**src/rtl/mux_tree_pipe_if.sv**
```systemverilog
// Bus bundle for mux_tree_pipe: input beat, scan controls and output beat with
// valid/ready on both sides. The master drives the beat; the slave is the mux tree.
interface mux_tree_pipe_if #(
  parameter int WIDTH  = 8,
  parameter int LEVELS = 2
);
  localparam int CHANNELS = 4 ** LEVELS;
  localparam int IW       = 2 * LEVELS;

  logic [WIDTH*CHANNELS-1:0] d;
  logic [IW-1:0]             sel;
  logic                      in_valid;
  logic                      in_ready;
  logic                      scan_en;
  logic                      scan_clr;
  logic [WIDTH-1:0]          y;
  logic [IW-1:0]             y_sel;
  logic                      out_valid;
  logic                      out_ready;

  modport master (
    output d, sel, in_valid, scan_en, scan_clr, out_ready,
    input  in_ready, y, y_sel, out_valid
  );

  modport slave (
    input  d, sel, in_valid, scan_en, scan_clr, out_ready,
    output in_ready, y, y_sel, out_valid
  );
endinterface

```
**src/rtl/mux_tree_pipe.sv**
```systemverilog
// Pipelined N:1 mux built from registered 4:1 levels with valid/ready flow control.
// Define MUX_TREE_PIPE_SCAN_EN to build the round-robin scan counter.
module mux_tree_pipe #(
  parameter int WIDTH  = 8,
  parameter int LEVELS = 2
) (
  input  logic             clk,
  input  logic             rst,
  mux_tree_pipe_if.slave   bus
);
  localparam int CHANNELS = 4 ** LEVELS;
  localparam int IW       = 2 * LEVELS;
  // Every stage's partial results live in one flat array, stage 0 first.
  localparam int NODES    = (CHANNELS - 1) / 3;

  function automatic int node_off(input int k);
    int off;
    off = 0;
    for (int i = 0; i < k; i++) begin
      off = off + (CHANNELS >> (2 * (i + 1)));
    end
    return off;
  endfunction

  function automatic logic [WIDTH-1:0] mux4(
    input logic [WIDTH-1:0] a0,
    input logic [WIDTH-1:0] a1,
    input logic [WIDTH-1:0] a2,
    input logic [WIDTH-1:0] a3,
    input logic [1:0]       s
  );
    logic [WIDTH-1:0] r;
    case (s)
      2'd0:    r = a0;
      2'd1:    r = a1;
      2'd2:    r = a2;
      default: r = a3;
    endcase
    return r;
  endfunction

  logic [NODES-1:0][WIDTH-1:0] node_q, node_d;
  logic [LEVELS-1:0]           vld_q, vld_d;
  logic [LEVELS-1:0][IW-1:0]   idx_q, idx_d;
  logic [IW-1:0]               eff_idx_s;
  logic                        adv_s;

  assign adv_s         = !vld_q[LEVELS-1] || bus.out_ready;
  assign bus.in_ready  = adv_s;
  assign bus.y         = node_q[NODES-1];
  assign bus.y_sel     = idx_q[LEVELS-1];
  assign bus.out_valid = vld_q[LEVELS-1];

`ifdef MUX_TREE_PIPE_SCAN_EN
  logic [IW-1:0] scan_cnt_q, scan_cnt_d;

  // Effective index source.
  always_comb begin
    eff_idx_s = bus.sel;
    if (bus.scan_en) begin
      eff_idx_s = scan_cnt_q;
    end else begin
      eff_idx_s = bus.sel;
    end
  end

  // Clear wins over increment; an accepted beat still uses the pre-clear count.
  always_comb begin
    scan_cnt_d = scan_cnt_q;
    if (bus.scan_clr) begin
      scan_cnt_d = '0;
    end else if (bus.scan_en && bus.in_valid && adv_s) begin
      scan_cnt_d = scan_cnt_q + {{(IW-1){1'b0}}, 1'b1};
    end else begin
      scan_cnt_d = scan_cnt_q;
    end
  end

  // Scan counter register.
  always_ff @(posedge clk or posedge rst) begin
    if (rst) begin
      scan_cnt_q <= '0;
    end else begin
      scan_cnt_q <= scan_cnt_d;
    end
  end
`else
  logic unused_scan_s;

  assign unused_scan_s = bus.scan_en ^ bus.scan_clr;

  // Without the counter the index always comes from sel.
  always_comb begin
    eff_idx_s = bus.sel;
  end
`endif

  // Valid and full index shift forward together on every advance.
  always_comb begin
    vld_d = vld_q;
    idx_d = idx_q;
    if (adv_s) begin
      vld_d[0] = bus.in_valid;
      idx_d[0] = eff_idx_s;
      for (int k = 1; k < LEVELS; k++) begin
        vld_d[k] = vld_q[k-1];
        idx_d[k] = idx_q[k-1];
      end
    end else begin
      vld_d = vld_q;
      idx_d = idx_q;
    end
  end

  // Stage k picks one of four predecessors using index bits [2k+1:2k].
  always_comb begin
    node_d = node_q;
    if (adv_s) begin
      for (int j = 0; j < CHANNELS / 4; j++) begin
        node_d[j] = mux4(bus.d[(4*j+0)*WIDTH +: WIDTH],
                         bus.d[(4*j+1)*WIDTH +: WIDTH],
                         bus.d[(4*j+2)*WIDTH +: WIDTH],
                         bus.d[(4*j+3)*WIDTH +: WIDTH],
                         eff_idx_s[1:0]);
      end
      for (int k = 1; k < LEVELS; k++) begin
        for (int j = 0; j < (CHANNELS >> (2 * (k + 1))); j++) begin
          node_d[node_off(k)+j] = mux4(node_q[node_off(k-1)+4*j+0],
                                       node_q[node_off(k-1)+4*j+1],
                                       node_q[node_off(k-1)+4*j+2],
                                       node_q[node_off(k-1)+4*j+3],
                                       idx_q[k-1][2*k +: 2]);
        end
      end
    end else begin
      node_d = node_q;
    end
  end

  // Pipeline registers.
  always_ff @(posedge clk or posedge rst) begin
    if (rst) begin
      node_q <= '0;
      vld_q  <= '0;
      idx_q  <= '0;
    end else begin
      node_q <= node_d;
      vld_q  <= vld_d;
      idx_q  <= idx_d;
    end
  end
endmodule
```
**src/flat_wrapper.sv**
```systemverilog
// flat-port wrapper written by rule: the top's interface ports become plain ports
module mux_tree_pipe_flat 
#(
  parameter int WIDTH  = 8,
  parameter int LEVELS = 2
)
  (clk, rst, bus_d, bus_sel, bus_in_valid, bus_scan_en, bus_scan_clr, bus_out_ready, bus_in_ready, bus_y, bus_y_sel, bus_out_valid);
  mux_tree_pipe_if #(.WIDTH(WIDTH), .LEVELS(LEVELS)) bus_i ();
  input  logic clk;
  input  logic rst;
  input wire logic [$bits(bus_i.d)-1:0] bus_d;
  input wire logic [$bits(bus_i.sel)-1:0] bus_sel;
  input wire logic [$bits(bus_i.in_valid)-1:0] bus_in_valid;
  input wire logic [$bits(bus_i.scan_en)-1:0] bus_scan_en;
  input wire logic [$bits(bus_i.scan_clr)-1:0] bus_scan_clr;
  input wire logic [$bits(bus_i.out_ready)-1:0] bus_out_ready;
  output wire logic [$bits(bus_i.in_ready)-1:0] bus_in_ready;
  output wire logic [$bits(bus_i.y)-1:0] bus_y;
  output wire logic [$bits(bus_i.y_sel)-1:0] bus_y_sel;
  output wire logic [$bits(bus_i.out_valid)-1:0] bus_out_valid;
  assign bus_i.d = bus_d;
  assign bus_i.sel = bus_sel;
  assign bus_i.in_valid = bus_in_valid;
  assign bus_i.scan_en = bus_scan_en;
  assign bus_i.scan_clr = bus_scan_clr;
  assign bus_i.out_ready = bus_out_ready;
  assign bus_in_ready = bus_i.in_ready;
  assign bus_y = bus_i.y;
  assign bus_y_sel = bus_i.y_sel;
  assign bus_out_valid = bus_i.out_valid;
  mux_tree_pipe #(.WIDTH(WIDTH), .LEVELS(LEVELS)) u_core (.clk(clk), .rst(rst), .bus(bus_i));
endmodule
```
**config.mk**
```make
export PLATFORM = sky130hd
export DESIGN_NAME = mux_tree_pipe_flat
export DESIGN_NICKNAME = d
export VERILOG_FILES = /design/src/rtl/mux_tree_pipe_if.sv /design/src/rtl/mux_tree_pipe.sv /design/src/flat_wrapper.sv
export SDC_FILE = /design/constraint.sdc
export NUM_CORES = 1
export LEC_CHECK = 0
export CORE_MARGIN = 4
export CORE_UTILIZATION = 65
export CTS_CLUSTER_SIZE = 10
export DETAILED_ROUTE_END_ITERATION = 12
export DONT_BUFFER_PORTS = 1
export PLACE_DENSITY = 0.81
export SLEW_MARGIN = 30
export SYNTH_ARGS = -nofsm -noshare
export SYNTH_HDL_FRONTEND = slang
export SYNTH_SLANG_ARGS = --single-unit
export TNS_END_PERCENT = 1
```
**constraint.sdc**
```tcl
create_clock -name clk -period 4.35 [get_ports clk]
set_clock_uncertainty 0.2 [all_clocks]
set_input_delay 0.87 -clock clk [delete_from_list [all_inputs] [get_ports clk]]
set_output_delay 0.87 -clock clk [all_outputs]
set_load 0.02 [all_outputs]
```
* After elaboration in Yosys (flattened, before gate mapping)
Index checks and enable logic that the tools add are counted.
** Operators by class
- Add/subtract/negate cells :: 0
- $mul :: 0
- Div/mod/pow operators :: 0
- Order comparisons :: 0
- Equality and inequality tests :: 4
- Shift-type cells :: 0
- Mux-type cells :: 5
- Bitwise operators :: 0
- Reductions and logical operators :: 4
** Operators by type and width (number)
- $pmux W8 S3 :: 5
- $eq A2 B1 Y1 const B :: 2
- $eq A2 B2 Y1 const B :: 2
- $logic_not A2 Y1 :: 2
- $logic_not A1 Y1 :: 1
- $logic_or A1 B1 Y1 :: 1
** Storage, ports and cells
- Register bits after elaboration :: 50
- Latch bits :: 0
- Bits in writable memories :: 0
- Bits in read-only memories :: 0
- Output and inout bits :: 14
- Logic and storage cells :: 21
- Memories :: 0

* Logic depth before layout (Yosys ltp)
- Depth after elaboration :: 2
- Gate-level depth with buffers :: 4
- Mapped depth without buffers :: 2

* Worst setup path before layout
No wires, ideal clock.
- Kind :: input to output
- Start :: in bus_out_ready
- End :: out bus_in_ready
- Data arrival time :: 1.412 ns
- Required time :: 3.280 ns
- Setup slack :: 1.868 ns
- Stages :: 3
- Cells stage by stage :: nand2b_1 clkbuf_1 buf_2
** Between the ends
- Longest elaborated chain between the ends :: 1
** Ends and longest elaborated chain
- start: declaration :: line flat_wrapper.sv:16 : input wire logic [$bits(bus_i.out_ready)-1:0] bus_out_ready;
- $logic_or A1 B1 Y1 :: line mux_tree_pipe.sv:48 : assign adv_s = !vld_q[LEVELS-1] || bus.out_ready;
- end: declaration :: line flat_wrapper.sv:17 : output wire logic [$bits(bus_i.in_ready)-1:0] bus_in_ready;
No other way between the ends.

* Final worst setup path
Ends and elaborated chain as after synthesis.

==> key figures <==
Outcome
  – Outcome: completed

Timing
  – Relative slew slack: 40.9%
  – Final setup margin: 1.72 ns
  – Fmax achieved: 0.380 GHz
  – Final Max Slew Viols: 0
  – Unrepaired setup endpoints after global routing: no
  – Final hold violation count: 0
  – Final setup vio count: 0
  – Clock period minus worst slack: 2.63 ns
  – Worst-margin pin slew: 0.886 ns
  – Setup TNS Final: 0 ns
  – Hold_ws: 0.268 ns
  – Tcrit/Tclk final: 60.6%

Layout
  – P&R area growth vs syn: -0.204%
  – Final Non-Filler Cells: 202
  – Area of the multi-input gates: 0.00159 sq mm
  – Share of layout cells above drive strength 1: 64.0%
  – Final net count: 287
  – Fill cell count: 291
  – Register area: 0.00125 sq mm
  – Most frequent cells in the layout: 50 x dfrtp_1, 37 x mux4_2, 29 x mux2_4
  – Most common cell after layout, fill and taps aside: dfrtp_1
  – Antenna diodes: 0

Critical path
  – Buf/Inv on CP: 0
  – Critical setup path kind: input port to output port
  – Crit path cell chain: nand2b_4
  – CP Capture Type: output port
  – Largest fanout on the critical path: 51
  – CP Depth: 1
  – Worst R2R Path Depth: 2
  – Arr. time, crit path: 1.56 ns
  – Setup crit start kind: input port
  – Top delay family on crit path: simple AND/OR/NAND/NOR gates
  – Worst EP required: 3.28 ns
  – CP peak stage delay: 0.69 ns
  – Crit path max-delay cell type: nand2b_4

Hold path
  – WHS Path Cells: 1
  – HP Class: flop to flop

Clock network
  – CTS clk-pin slew, worst paths: 0.09 ns
  – CTS Root Cell: clkbuf_8
  – Clock latency on the worst-skew pair: 0.29 ns
  – Cts hold-fix bufs: 0
  – H-tree depth: 2
  – # resized after CTS: 0
  – Post-CTS Setup Bufs: 0
  – CTS sink count: 50
  – TritonCTS clock tree: done
  – Clock buffer depth: 2
  – Num CTS Buffers: 5

Logic synthesis
  – Post-Synthesis Cells: 170
  – Sequential share of the synthesized area: 40.9%
  – Synth Register Bits: 50
  – Syn Area/Cell: 18.0 sq um
  – Syn_nets: 308
  – Synthesized area: 0.00306 sq mm
  – Yosys warning count: 0
  – Distinct cells, synth: 12

Detailed routing
  – Routed length per instance: 29.7 um
  – First drt pass iteration count: 4
  – Drc violations: 0
  – Antenna Nets Post-Route: 0
  – Avg Vias per Cell: 7.36
  – Final wirelength: 6.01 mm
  – Initial drt markers: 41
  – Via count: 1486

GRT
  – Largest net degree at the start of global routing: 52
  – Vias in the first global route: 1788
  – Initial antenna violation count: 0
  – Remaining Overflow, GRT: 0
  – GRT Util Overall: 21.3%
  – First-pass GRT wire length: 9.62 mm

Die
  – # IOs: 152
  – Die width: 76.6 um
  – DIE AREA: 0.00587 sq mm
  – Core area: 0.00444 sq mm
  – FP Rows: 24
  – Vert. Die Dim: 76.6 um
  – Initial Util: 68.8%

Placement
  – DP Cell Count: 194
  – Buffers on Ports: 0
  – Place WS: 1.71 ns
  – Post-DP HPWL: 4.63 mm
  – RePlAce Congestion: 0.718

Pwr
  – Cell Pwr Density: 432 mW/mm^2
  – Peak VDD IR: 0.204 mV
  – Leak: 0.00127 uW

Run
  – Max_cap viols: 0
==> final cells by class <==
cell class | count | share of cell area, %
clock buffers | 5 | 2.26
well taps | 52 | 2.13
clock inverters | 3 | 2.26
flip-flops and latches | 50 | 41.0
inverters | 1 | 0.164
multi-input cells | 91 | 52.2
==> through the flow <==
stage / utilization [%] / total power (uW) / cell area [sq um]
floorplan: - / 965 / 3060
global placement: 65.5 / 933 / 2910
detailed placement: 65.5 / 951 / 2910
CTS: 68.6 / 1340 / 3050
global route: 68.7 / 1380 / 3050
finish: 68.7 / 1320 / 3050
==> cells by family (layout without fill, tap and decap cells) <==
family	after synthesis	count (layout)	synth area share [%]
flops	50	50	40.9
buf+inv	29	9	7.24
simple gates	2	2	0.409
mux	89	89	51.4
==> synth_stat cells (all sizes together) <==
cell / instances / area, sq um
mux2: 49 / 661
inv: 1 / 3.75
dfrtp: 50 / 1250
mux4: 40 / 912
buf: 25 / 206
nand2b: 2 / 12.5
clkbuf: 3 / 11.3
==> registers in the layout, indices dropped and copies added, names as in the netlist <==
signal / cells
u_core.node_q: 32
u_core.bus.y: 8
u_core.bus.y_sel: 4
u_core.vld_q: 2
u_core.idx_q: 4
==> worst reg2reg max path: stages, from the launching register on <==
cell      delay (ns)
dfrtp_1         0.49
nand2b_4        0.71
mux2_2          0.44
==> where the power goes <==
part	leakage [uW]	total [uW]	switching (uW)	internal, uW
Combinational	0.000616	263	71.0	192
Clock	0.0000683	380	150	230
Sequential	0.000582	676	118	557
Total	0.00127	1320	340	980
==> routing by layer <==
layer	GRT usage [%]	routed length [um]	up-vias	part of all wire [%]
met2	36.4	3110	98	52
met3	6.97	539	8	9.0
met1	26.4	2270	762	38
li1	-	-	618	-
met5	0	0	-	0
met4	5.25	92	0	1.5
==> path summary, 6_finish.rpt <==
path	startpoint	endpoint	slack, ns
min	u_core.vld_q[0]	u_core.vld_q[1]	0.27
max in group asynchronous	rst	u_core.node_q[11]	3.06
max reg2reg	u_core.vld_q[1]	u_core.bus.y[3]	2.40
max	bus_out_ready	bus_in_ready	1.72
min reg2reg	u_core.vld_q[0]	u_core.vld_q[1]	0.27
min in group asynchronous	rst	u_core.bus.y_sel[2]	0.38
(Power assumes the default switching activity.)
==> edit 1 (same settings) <==
The option `MUX_TREE_PIPE_SCAN_EN` is turned on by a define.
--- a/src/rtl/mux_tree_pipe.sv
+++ b/src/rtl/mux_tree_pipe.sv
@@ -1,4 +1,6 @@
 // Pipelined N:1 mux built from registered 4:1 levels with valid/ready flow control.
 // Define MUX_TREE_PIPE_SCAN_EN to build the round-robin scan counter.
+`define MUX_TREE_PIPE_SCAN_EN
+
 module mux_tree_pipe #(
   parameter int WIDTH  = 8,
Behaviour: not the same (a bounded check fails within 4 cycles, from zero or initial values and one cycle with rst high).
==> edit 1 against the unedited design <==
Critical path type is now reg2out. Wire length is 48% higher. Sequential cell count rose by 4. Worst setup slack got worse by 140 ps. Final area grew 8.3%. Synthesized area increased by 9.7%. Clock power decreased by 11%. Total power increased by 1.3%. Synthesized cell count rose by 120%. Sequential share of layout area fell by 0.12 points. Die area rose by 8.7%.
==> edit 1: results (changes against the unedited design) <==
number of antenna violations at the first check in global routing=0 (unchanged); number of global-route vias before repair=2725 (+52%); ranking of synthesized cells by instance count=73 x sky130_fd_sc_hd__nand2_1, 54 x sky130_fd_sc_hd__dfrtp_1, 42 x sky130_fd_sc_hd__o21ai_0; worst vdd rail ir drop=0.197 mV (-3.3%); Total Power Consumption=1340 µW (+1.3%); FF-to-FF setup slack=1830 ps (-570 ps); Total Nets Final=474 (+65%); met2 Track Usage GR=44.2% (+7.8 points); first-pass GRT wire length=13900 µm (+45%); DR iter-0 viols=190 (+360%); layout cells sized above 1=11.6% (-52 points); final weighted congestion in routability-driven placement=0.815 (+14%); Cells on Worst Hold Path=2 (+1); static power due to leakage=0.00135 µW (+6.3%); WP data arrival=1700 ps (+140 ps); total global-route track usage=28.4% (+7.0 points); hold path start=u_core.vld_q[0]; fraction of met3 tracks used by global routing=6.09% (-0.88 points); post-layout minimum cycle time=2770 ps (+135 ps); Worst R2R Start=u_core.scan_cnt_q[1]; routed length per placed instance=22.0 µm (-26%); buffer type at the clock tree root=sky130_fd_sc_hd__clkbuf_8; worst hold endpoint=u_core.vld_q[0]; end of the worst register-to-register path=u_core.node_q[17]; main area contributors after synthesis=sky130_fd_sc_hd__dfrtp_1 40%, sky130_fd_sc_hd__nand2_1 8.2%, sky130_fd_sc_hd__o21ai_0 6.3%, sky130_fd_sc_hd__mux4_2 5.4%, sky130_fd_sc_hd__o21ai_1 4.6%; layer with the highest usage=met2; vias per cell=6.76 (-8.2%); filler cell count=410 (+41%); Tightest Pin Transition=899 ps (+12.3 ps); post-detailed-placement cell area=3190 µm² (+9.5%); half-perimeter wire length after detailed placement=6610 µm (+43%); grt met1 use=38.9% (+13 points); largest net degree at the start of global routing=55 (+5.8%); DP Worst Slack=1610 ps (-94.4 ps); launching instance or port of the critical path=u_core.vld_q[1]; Pre-antenna DRT Iters=5 (+1); register area share after synthesis=40.3% (-0.63 points); most used flip-flop cell after synthesis=sky130_fd_sc_hd__dfrtp_1; number of gates resized after CTS=0 (unchanged); result of the run=completed; net count after synthesis=510 (+66%); number of cells on the worst reg-to-reg path=4 (+2); yosys warns=0 (unchanged); worst hold margin=281 ps (+13.0 ps); unique cell type count in the Yosys netlist=40 (+28)
## edit 1: changes by cell type after synthesis, sizes merged, moves of 10 or more
cell,delta
a221oi,+20
a2bb2oi,+11
nand2,+74
a21oi,+24
nor2,+10
clkbuf,+11
o21ai,+73
o21a,+17
mux4,-32
mux2,-46
## edit 1: cell type report
type / instances / area [µm²] / area share [%]
well taps: 67 / 83.8 / 2.54
clock buffers: 5 / 68.8 / 2.08
clock inverters: 3 / 45.0 / 1.36
inverters: 3 / 13.8 / 0.416
repair buffers: 3 / 22.5 / 0.681
multi-input cells: 268 / 1720 / 52.0
flip-flops and latches: 54 / 1350 / 40.9
## edit 1: critical path: stages, from the launching register on
cell and delay [ps]:
sky130_fd_sc_hd__dfrtp_1 490, sky130_fd_sc_hd__nor2b_4 180, sky130_fd_sc_hd__buf_4 430, sky130_fd_sc_hd__inv_2 290
## edit 1: routing by layer
metal  routed length, µm  part of all wire [%]
met5                   0                     0
met4                 228                   2.6
met1                3500                    39
met3                 814                   9.2
met2                4330                    49
## edit 1: power by group
| group | internal (µW) | switching (µW) | total [µW] |
|---|---|---|---|
| clock network | 171 | 169 | 340 |
| logic | 132 | 159 | 292 |
| registers | 596 | 109 | 705 |
| total | 899 | 437 | 1340 |
## edit 1: kinds of logic after synthesis
| family | synth area share [%] |
|---|---|
| flip-flops | 40.3 |
| AND/OR/NAND/NOR | 11.7 |
| buffers and inverters | 8.77 |
| multiplexers | 7.87 |
| AO/OA/AOI/OAI | 30.5 |
| adder cells (fa/ha/maj) | 0.373 |
| XOR/XNOR | 0.522 |
## edit 1: through the flow
step | cells | util (%)
2_1_floorplan | 371 | -
3_3_place_gp | 395 | 65.7
3_5_place_dp | 395 | 65.8
4_1_cts | 403 | 68.1
5_1_grt | 403 | 68.2
6_report | 403 | 68.2
==> edit 2 (same settings) <==
Without the edit above. `WIDTH` is set to 8 in 3 places; all go to 7.
--- a/src/rtl/mux_tree_pipe_if.sv
+++ b/src/rtl/mux_tree_pipe_if.sv
@@ -2,5 +2,5 @@
 // valid/ready on both sides. The master drives the beat; the slave is the mux tree.
 interface mux_tree_pipe_if #(
-  parameter int WIDTH  = 8,
+  parameter int WIDTH  = 7,
   parameter int LEVELS = 2
 );
--- a/src/rtl/mux_tree_pipe.sv
+++ b/src/rtl/mux_tree_pipe.sv
@@ -2,5 +2,5 @@
 // Define MUX_TREE_PIPE_SCAN_EN to build the round-robin scan counter.
 module mux_tree_pipe #(
-  parameter int WIDTH  = 8,
+  parameter int WIDTH  = 7,
   parameter int LEVELS = 2
 ) (
--- a/src/flat_wrapper.sv
+++ b/src/flat_wrapper.sv
@@ -2,5 +2,5 @@
 module mux_tree_pipe_flat 
 #(
-  parameter int WIDTH  = 8,
+  parameter int WIDTH  = 7,
   parameter int LEVELS = 2
 )
Interface: changed (resized bus_d and bus_y); port bits go from 152 to 135. The function was not compared with the original's and may differ.
==> edit 2 against the unedited design <==
Final area fell by 14%. Sequential cell count fell by 5. Synthesized area fell by 15%. Total power fell by 16%. Fmax rose by 7.1%. Sequential power fell by 11%. Critical path type unchanged. Worst setup slack improved by 170 ps. Wire length fell by 15%. Synthesized cell count fell by 11%. Die area fell by 13%. Worst hold slack got worse by 7.8 ps. Critical endpoint unchanged.
==> edit 2: results (changes against the unedited design) <==
number of flip-flops in the largest register=28 (-13%); layout cells sized above 1=64.4% (+0.44 points); half-perimeter wire length after detailed placement=3950 µm (-15%); count of input and output buffers=0 (unchanged); post-detailed-placement cell area=2510 µm² (-14%); DR iter-0 viols=79 (+93%); Tightest Pin Transition=755 ps (-131 ps); standard cell with the maximum stage delay on the critical path=sky130_fd_sc_hd__nand2b_2; ranking of synthesized cells by instance count=45 x sky130_fd_sc_hd__dfrtp_1, 42 x sky130_fd_sc_hd__mux2_2, 33 x sky130_fd_sc_hd__mux4_2; worst vdd rail ir drop=0.221 mV (+8.7%); filler cell count=248 (-15%); register area share after synthesis=43.2% (+2.3 points); buffers from clock root to sink, at most=2 (unchanged); mean post-synth cell area=17.3 µm² (-4.0%); total global-route track usage=21.2% (-0.17 points); routed length per placed instance=28.0 µm (-6.0%); max incr delay on CP=520 ps (-170 ps); vias per cell=7.14 (-2.9%); Total Nets Final=257 (-10%); multiplexer share of the synthesized area=49.8% (-1.6 points); result of the run=completed; WP data arrival=1390 ps (-170 ps); static power due to leakage=0.00101 µW (-20%); Pre-antenna DRT Iters=4 (unchanged); clk_lat worst skew=290 ps (about the same); net count after synthesis=273 (-11%); number of global-route vias before repair=1574 (-12%); largest net degree at the start of global routing=46 (-12%)
edit 2: changes by cell type in the layout (fill, tap and decap cells not counted), moves of 4 or more:
cell / change
sky130_fd_sc_hd__mux4_2: -4
sky130_fd_sc_hd__mux2_4: -27
sky130_fd_sc_hd__mux2_2: +22
sky130_fd_sc_hd__dfrtp_1: -5
edit 2: through the flow:
stage	util, %	worst slack [ps]	hold WS, ps
6_report	69.4	1890	260
3_5_place_dp	66.6	1800	245
5_1_grt	69.4	1850	277
3_3_place_gp	66.6	1840	239
2_1_floorplan	-	1880	230
4_1_cts	69.3	1880	264
edit 2: kinds of logic (layout without fill, tap and decap cells):
logic type | count (synthesis) | in the layout
multiplexers | 79 | 79
AND/OR/NAND/NOR | 2 | 2
buffers and inverters | 25 | 9
flip-flops | 45 | 45
edit 2: path summary, 6_finish.rpt:
kind / start / endpoint / slack, ps / cells past startpoint
worst max-delay path: bus_out_ready / bus_in_ready / 1890 / 1
worst min-delay path: u_core.vld_q[0] / u_core.vld_q[1] / 260 / 1
worst max register to register: u_core.vld_q[1] / u_core.bus.y[0] / 2230 / 3
worst min register to register: u_core.vld_q[0] / u_core.vld_q[1] / 260 / 1
max in group asynchronous: rst / u_core.node_q[4] / 3130 / 1
min in group asynchronous: rst / u_core.vld_q[1] / 360 / 1
edit 2: layer usage:
layer / track usage (%) / wire (µm)
met2: 35.5 / 2670
met4: 5.64 / 57
met1: 26.8 / 1880
met3: 6.73 / 511
met5: 0 / 0
edit 2: report_power, final:
group / internal [µW] / leakage (µW) / switching (µW) / total (µW)
logic: 146 / 0.000433 / 58.2 / 204
clock network: 167 / 0.0000540 / 134 / 301
registers: 501 / 0.000523 / 98.4 / 599
edit 2: layout make-up:
cell class,instances,area share (%)
multi-input cells,81,50.2
flip-flops and latches,45,43.0
clock buffers,5,2.63
well taps,48,2.30
clock inverters,2,1.34
repair buffers,1,0.287
inverters,1,0.191
